[src/rtl/clk_mon_pkg.sv]
// Shared constants for the clock-rate monitor: FSM encoding, default window
// parameters and the tolerance lower-bound helper.
package clk_mon_pkg;

    localparam logic [1:0] ST_IDLE    = 2'd0;
    localparam logic [1:0] ST_MEASURE = 2'd1;
    localparam logic [1:0] ST_LOCKED  = 2'd2;
    localparam logic [1:0] ST_FAULT   = 2'd3;

    localparam int DEF_WIN_LEN   = 256;
    localparam int DEF_EXP_EDGES = 128;
    localparam int DEF_TOL       = 2;
    localparam int DEF_LOCK_CNT  = 4;

    // Lower edge of the good band, clamped at zero so a wide tolerance never wraps.
    function automatic int tol_lo(input int exp_edges, input int tol);
        return (exp_edges > tol) ? (exp_edges - tol) : 0;
    endfunction

endpackage

[src/rtl/edge_sync.sv]
// Three-flop synchronizer for a slow clock sampled as data, with a
// one-cycle rising-edge detect taken from the two settled stages.
module edge_sync (
    input  logic clk_clk,
    input  logic rst_clk_n,
    input  logic d_in,
    output logic rise
);

    logic s1_q, s2_q, s3_q;
    logic s1_d, s2_d, s3_d;

    always_comb begin
        s1_d = d_in;
        s2_d = s1_q;
        s3_d = s2_q;
    end

    always_ff @(posedge clk_clk or negedge rst_clk_n) begin
        if (!rst_clk_n) begin
            s1_q <= 1'b0;
            s2_q <= 1'b0;
            s3_q <= 1'b0;
        end else begin
            // NOTE: non-blocking so every stage loads its pre-edge neighbour; blocking here would collapse the chain into one flop.
            s1_q <= s1_d;
            s2_q <= s2_d;
            s3_q <= s3_d;
        end
    end

    // s1 may be metastable; only s2/s3 feed the edge detect.
    assign rise = s2_q & ~s3_q;

endmodule

[src/rtl/clk_rate_monitor.sv]
// Counts rising edges of a divided clock per fixed window of clk_clk cycles
// and tracks lock/loss of that clock; rise_pulse serves as a clock enable.
module clk_rate_monitor
    import clk_mon_pkg::*;
#(
    parameter int WIN_LEN   = DEF_WIN_LEN,
    parameter int EXP_EDGES = DEF_EXP_EDGES,
    parameter int TOL       = DEF_TOL,
    parameter int LOCK_CNT  = DEF_LOCK_CNT,
    parameter int CNT_W     = $clog2(WIN_LEN + 1)
) (
    input  logic             clk_clk,
    input  logic             rst_clk_n,
    input  logic             mon_clk,
    input  logic             en,
    output logic             rise_pulse,
    output logic [CNT_W-1:0] edge_cnt,
    output logic             win_done,
    output logic             locked,
    output logic             fault
);

    localparam int WIN_W  = $clog2(WIN_LEN);
    localparam int GOOD_W = $clog2(LOCK_CNT + 1);

    localparam logic [WIN_W-1:0]  WIN_LAST  = WIN_W'(WIN_LEN - 1);
    localparam logic [CNT_W-1:0]  CNT_MAX   = '1;
    localparam logic [CNT_W:0]    GOOD_LO   = (CNT_W + 1)'(tol_lo(EXP_EDGES, TOL));
    localparam logic [CNT_W:0]    GOOD_HI   = (CNT_W + 1)'(EXP_EDGES + TOL);
    localparam logic [GOOD_W-1:0] GOOD_LAST = GOOD_W'(LOCK_CNT - 1);

    logic rise_raw;

    edge_sync u_edge_sync (
        .clk_clk   (clk_clk),
        .rst_clk_n (rst_clk_n),
        .d_in      (mon_clk),
        .rise      (rise_raw)
    );

    assign rise_pulse = rise_raw & en;

    logic [1:0]        state_q,    state_d;
    logic [WIN_W-1:0]  win_cnt_q,  win_cnt_d;
    logic [CNT_W-1:0]  ecnt_q,     ecnt_d;
    logic [CNT_W-1:0]  edge_cnt_q, edge_cnt_d;
    logic [GOOD_W-1:0] good_cnt_q, good_cnt_d;
    logic              fault_q,    fault_d;

    logic              active;
    logic              win_end;
    logic [CNT_W:0]    total;
    logic [CNT_W-1:0]  total_sat;
    logic              good;

    always_comb begin
        active    = (state_q != ST_IDLE);
        win_end   = active && en && (win_cnt_q == WIN_LAST);
        // One extra bit so the closing-cycle pulse and the band compare cannot wrap.
        total     = {1'b0, ecnt_q} + (CNT_W + 1)'(rise_pulse);
        total_sat = total[CNT_W] ? CNT_MAX : total[CNT_W-1:0];
        good      = (total >= GOOD_LO) && (total <= GOOD_HI);

        // NOTE: every _d starts from its _q so no path leaves a target unassigned and infers a latch.
        state_d    = state_q;
        win_cnt_d  = win_cnt_q;
        ecnt_d     = ecnt_q;
        edge_cnt_d = edge_cnt_q;
        good_cnt_d = good_cnt_q;
        fault_d    = fault_q;

        if (!en) begin
            state_d    = ST_IDLE;
            win_cnt_d  = '0;
            ecnt_d     = '0;
            edge_cnt_d = '0;
            good_cnt_d = '0;
            fault_d    = 1'b0;
        end else if (!active) begin
            state_d   = ST_MEASURE;
            win_cnt_d = '0;
            ecnt_d    = '0;
        end else if (win_end) begin
            win_cnt_d  = '0;
            ecnt_d     = '0;
            edge_cnt_d = total_sat;
            if (state_q == ST_LOCKED) begin
                if (!good) begin
                    state_d    = ST_FAULT;
                    fault_d    = 1'b1;
                    good_cnt_d = '0;
                end
            end else if (good) begin
                // MEASURE and FAULT share the run-length count; fault stays sticky across relock.
                if (good_cnt_q == GOOD_LAST) begin
                    state_d    = ST_LOCKED;
                    good_cnt_d = '0;
                end else begin
                    good_cnt_d = good_cnt_q + GOOD_W'(1);
                end
            end else begin
                good_cnt_d = '0;
            end
        end else begin
            win_cnt_d = win_cnt_q + WIN_W'(1);
            if (rise_pulse && (ecnt_q != CNT_MAX)) begin
                ecnt_d = ecnt_q + CNT_W'(1);
            end
        end
    end

    always_ff @(posedge clk_clk or negedge rst_clk_n) begin
        if (!rst_clk_n) begin
            state_q    <= ST_IDLE;
            win_cnt_q  <= '0;
            ecnt_q     <= '0;
            edge_cnt_q <= '0;
            good_cnt_q <= '0;
            fault_q    <= 1'b0;
        end else begin
            state_q    <= state_d;
            win_cnt_q  <= win_cnt_d;
            ecnt_q     <= ecnt_d;
            edge_cnt_q <= edge_cnt_d;
            good_cnt_q <= good_cnt_d;
            fault_q    <= fault_d;
        end
    end

    assign edge_cnt = edge_cnt_q;
    assign win_done = win_end;
    assign locked   = (state_q == ST_LOCKED);
    assign fault    = fault_q;

endmodule

[config.mk]
export PLATFORM = sky130hd
export DESIGN_NAME = clk_rate_monitor
export DESIGN_NICKNAME = d
export VERILOG_FILES = /design/src/rtl/clk_mon_pkg.sv /design/src/rtl/edge_sync.sv /design/src/rtl/clk_rate_monitor.sv
export SDC_FILE = /design/constraint.sdc
export NUM_CORES = 1
export LEC_CHECK = 0
export ABC_AREA = 1
export CAP_MARGIN = 20
export CORE_AREA = 2 2 63 65
export CTS_CLUSTER_DIAMETER = 80
export DETAILED_ROUTE_END_ITERATION = 8
export DIE_AREA = 0 0 65 67
export PLACE_DENSITY = 0.74
export SYNTH_ARGS = -nofsm -noshare
export SYNTH_HDL_FRONTEND = slang
export SYNTH_SLANG_ARGS = --single-unit
[constraint.sdc]
create_clock -name clk_clk -period 5 [get_ports clk_clk]
set_input_delay 1 -clock clk_clk [delete_from_list [all_inputs] [get_ports clk_clk]]
set_output_delay 1 -clock clk_clk [all_outputs]
set_load 0.02 [all_outputs]
==> results.sh <==
export IMPL_finalSetupViolCount=0
export IMPL_p_sw_frac=0.278
export IMPL_crit_family="buffers and inverters"
export IMPL_clock_fmax_mhz=258
export IMPL_die_y_um=67
export IMPL_core_area_sq_um=3610
export IMPL_wl_per_cell_um=11.7
export IMPL_clockPowerShare=0.378
export IMPL_cts_buffers_inserted=5
export IMPL_timing_slew_headroom=0.711
export IMPL_first_iter_violations=57
export IMPL_crit_path_cell_trace="clkdlybuf4s50_1, inv_2, nor2_1, nand2_1, inv_1, clkdlybuf4s50_1"
export IMPL_crit_top_cell="clkdlybuf4s50_1"
export IMPL_nFillCells=326
export IMPL_status="finished, final reports clean"
export IMPL_netlist_area_sq_um=1930
export IMPL_post_cts_buffers=0
export IMPL_clock_sinks=35
export IMPL_hpwl_mm=2.87
export IMPL_pwr_share_seq=0.451
export IMPL_cp_slowest_cell="clkdlybuf4s50_1"
export IMPL_clk_path_buf_depth=2
export IMPL_diodes=0
export IMPL_hp_class="reg2reg"
export IMPL_nets=281
export IMPL_endpoint_kind="output port"
export IMPL_yosysTopAreaCellShare=0.453
export IMPL_critPathKind="in2out"
export IMPL_final_cell_mix="nand2_1 (68), dfrtp_1 (35), inv_1 (32)"
export IMPL_grt_overflow_total=0
export IMPL_final_util=0.630
export IMPL_layout_commonest_cell="nand2_1"
export IMPL_via_per_inst=4.92
export IMPL_p_leak_uw=0.00110
export IMPL_period_share=0.776
export IMPL_worstPathRequired_ps=4000
export IMPL_maxSlewViolCount=0
export IMPL_worstMarginPinSlew_ps=434
export IMPL_comb_power_share=0.172
export IMPL_period_minus_slack_ps=3880
export IMPL_grt_antenna_before_repair=0
export IMPL_synth_warnings=0
export IMPL_io_pins=17
export IMPL_fp_dieW_um=65
export IMPL_ys_seq_area_frac=0.453
export IMPL_grt_pass1_vias=1522
export IMPL_drc=0
export IMPL_hold_violations=0
export IMPL_layout_cells_non_filler=320
export IMPL_cellInternalPower_uw=503
export IMPL_ant_nets=0
export IMPL_htree_levels=2
export IMPL_final_setup_tns_ps=0
export IMPL_synth_fp_nets=258
export IMPL_rsz0062_at_grt="false"
export IMPL_port_buffers=16
export IMPL_insertion_delay_ps=290
export IMPL_ys_ff_latch=35
export IMPL_drt_wl_total_mm=3.73
export IMPL_cts_hold_fix_buffers=0
export IMPL_cts_resized=0
export IMPL_cpPeakStageDelay_ps=630
export IMPL_gp_congestion=0.960
export IMPL_max_cap_violations=0
export IMPL_peakVddDrop_mv=0.205
export IMPL_die_area_sq_um=4360
export IMPL_arrival_ps=2880
export IMPL_start_util=0.536
export IMPL_start_kind="input port"
export IMPL_fin_skew_ps=8.33
export IMPL_yosysUniqueCellTypes=28
export IMPL_dp_cells=312
export IMPL_dr_pass1_iters=4
export IMPL_drive_above_1_share=0.110
export IMPL_p_per_area_nw_per_um2=307
export IMPL_cts_tree="yes"
export IMPL_avgSynthCellArea_sq_um=7.79
export IMPL_dr_total_vias=1574
export IMPL_synthToLayoutAreaGrowth_pct=17.6
export IMPL_grt_start_max_net_pins=36
export IMPL_num_rows=22
export IMPL_synthCells=248
export IMPL_cp_max_fo=7
export IMPL_crit_buf_inv=4
export IMPL_yosysTopAreaCell="dfrtp_1"
export IMPL_grt_pass1_wl_mm=6.72
export IMPL_p_sw_uw=194
export IMPL_gr_usage_all_layers=0.206
export IMPL_clock_tree_root_cell="clkbuf_8"
export IMPL_path_clk_slew_ps=70
export IMPL_synth_area_leaders="dfrtp_1 (45%), nand2_1 (13%), inv_1 (6.2%)"
worst reg2reg max path: cells and delay by family (launching register included):
family	cells	cell delay [ps]
DFF	1	410
and+or+nand+nor	11	1280
adders and majority gates	2	460
AOI/OAI and AO/OA	1	180
flip-flops by register name, indices dropped and copies added, names as in the netlist:
register          cells
ecnt_q                9
edge_cnt              9
win_cnt_q             8
good_cnt_q            3
state_q               2
fault                 1
u_edge_sync.s1_q      1
u_edge_sync.s2_q      1
u_edge_sync.s3_q      1
power by group through the flow:
stage | clock (uW) | sequential [uW] | combinational (uW)
floorplan | 0 | 317 | 83.5
finish | 263 | 314 | 120
CTS | 270 | 314 | 122
detailed placement | 0 | 320 | 121
global placement | 0 | 319 | 118
global route | 284 | 317 | 138
metal layers:
metal | GRT usage | vias up | part of all wire | routed length, um
li1 | - | 844 | - | -
met1 | 0.261 | 696 | 0.49 | 1810
met2 | 0.334 | 27 | 0.45 | 1680
met3 | 0.0557 | 7 | 0.045 | 166
met4 | 0.0824 | 0 | 0.019 | 72
met5 | 0 | - | 0 | 0
worst paths after layout:
check,startpoint,endpoint,slack [ps],cells after the start
worst max-delay path,en,win_done,1120,6
worst min-delay path,u_edge_sync.s1_q$_DFF_PN0_,u_edge_sync.s2_q$_DFF_PN0_,390,0
worst max register to register,u_edge_sync.s3_q$_DFF_PN0_,state_q[1]$_DFFE_PN0P_,2560,14
worst min register to register,u_edge_sync.s1_q$_DFF_PN0_,u_edge_sync.s2_q$_DFF_PN0_,390,0
max in group asynchronous,rst_clk_n,edge_cnt[4]$_DFFE_PN0P_,3580,2
min in group asynchronous,rst_clk_n,u_edge_sync.s1_q$_DFF_PN0_,1110,2
cell usage after synthesis:
| master | n |
|---|---|
| a21o_1 | 1 |
| a21oi_1 | 12 |
| a22o_1 | 2 |
| a31oi_1 | 3 |
| and3_1 | 1 |
| buf_2 | 1 |
| dfrtp_1 | 35 |
| ha_1 | 6 |
| inv_1 | 32 |
| inv_2 | 4 |
| nand2_1 | 68 |
| nand2_2 | 4 |
| nand3_1 | 19 |
| nand4_1 | 1 |
| nand4_4 | 1 |
| nor2_1 | 25 |
| nor2_2 | 6 |
| nor2_4 | 2 |
| nor3_1 | 6 |
| nor3_2 | 1 |
| nor4_4 | 1 |
| o21ai_0 | 10 |
| o21ai_1 | 2 |
| o21ai_2 | 1 |
| o21bai_1 | 1 |
| o21bai_4 | 1 |
| xnor2_1 | 1 |
| xor2_1 | 1 |
kinds of logic after synthesis:
logic type / share of synthesized area
AOI/OAI and AO/OA: 0.103
adders and majority gates: 0.0389
xor gates and xnor gates: 0.00907
DFF: 0.453
buffers and inverters: 0.0725
and+or+nand+nor: 0.323
final cells by class:
class                      count  area [sq um]  share of cell area
inverter                      36           135              0.0595
sequential                    35           876               0.385
multi-input combinational    176           916               0.403
clock buffer                   6          82.6              0.0363
timing repair buffer          17           168              0.0738
tap                           48          60.1              0.0264
clock inverter                 2          35.0              0.0154
metrics by stage:
step	setup WS (ps)	area [sq um]	hold slack, ps	power, uW
floorplan	1750	1930	331	400
global placement	1210	2150	336	437
detailed placement	1150	2150	369	441
CTS	1130	2270	386	706
global route	1020	2270	389	739
finish	1120	2270	389	697
(Power assumes the default switching activity.)
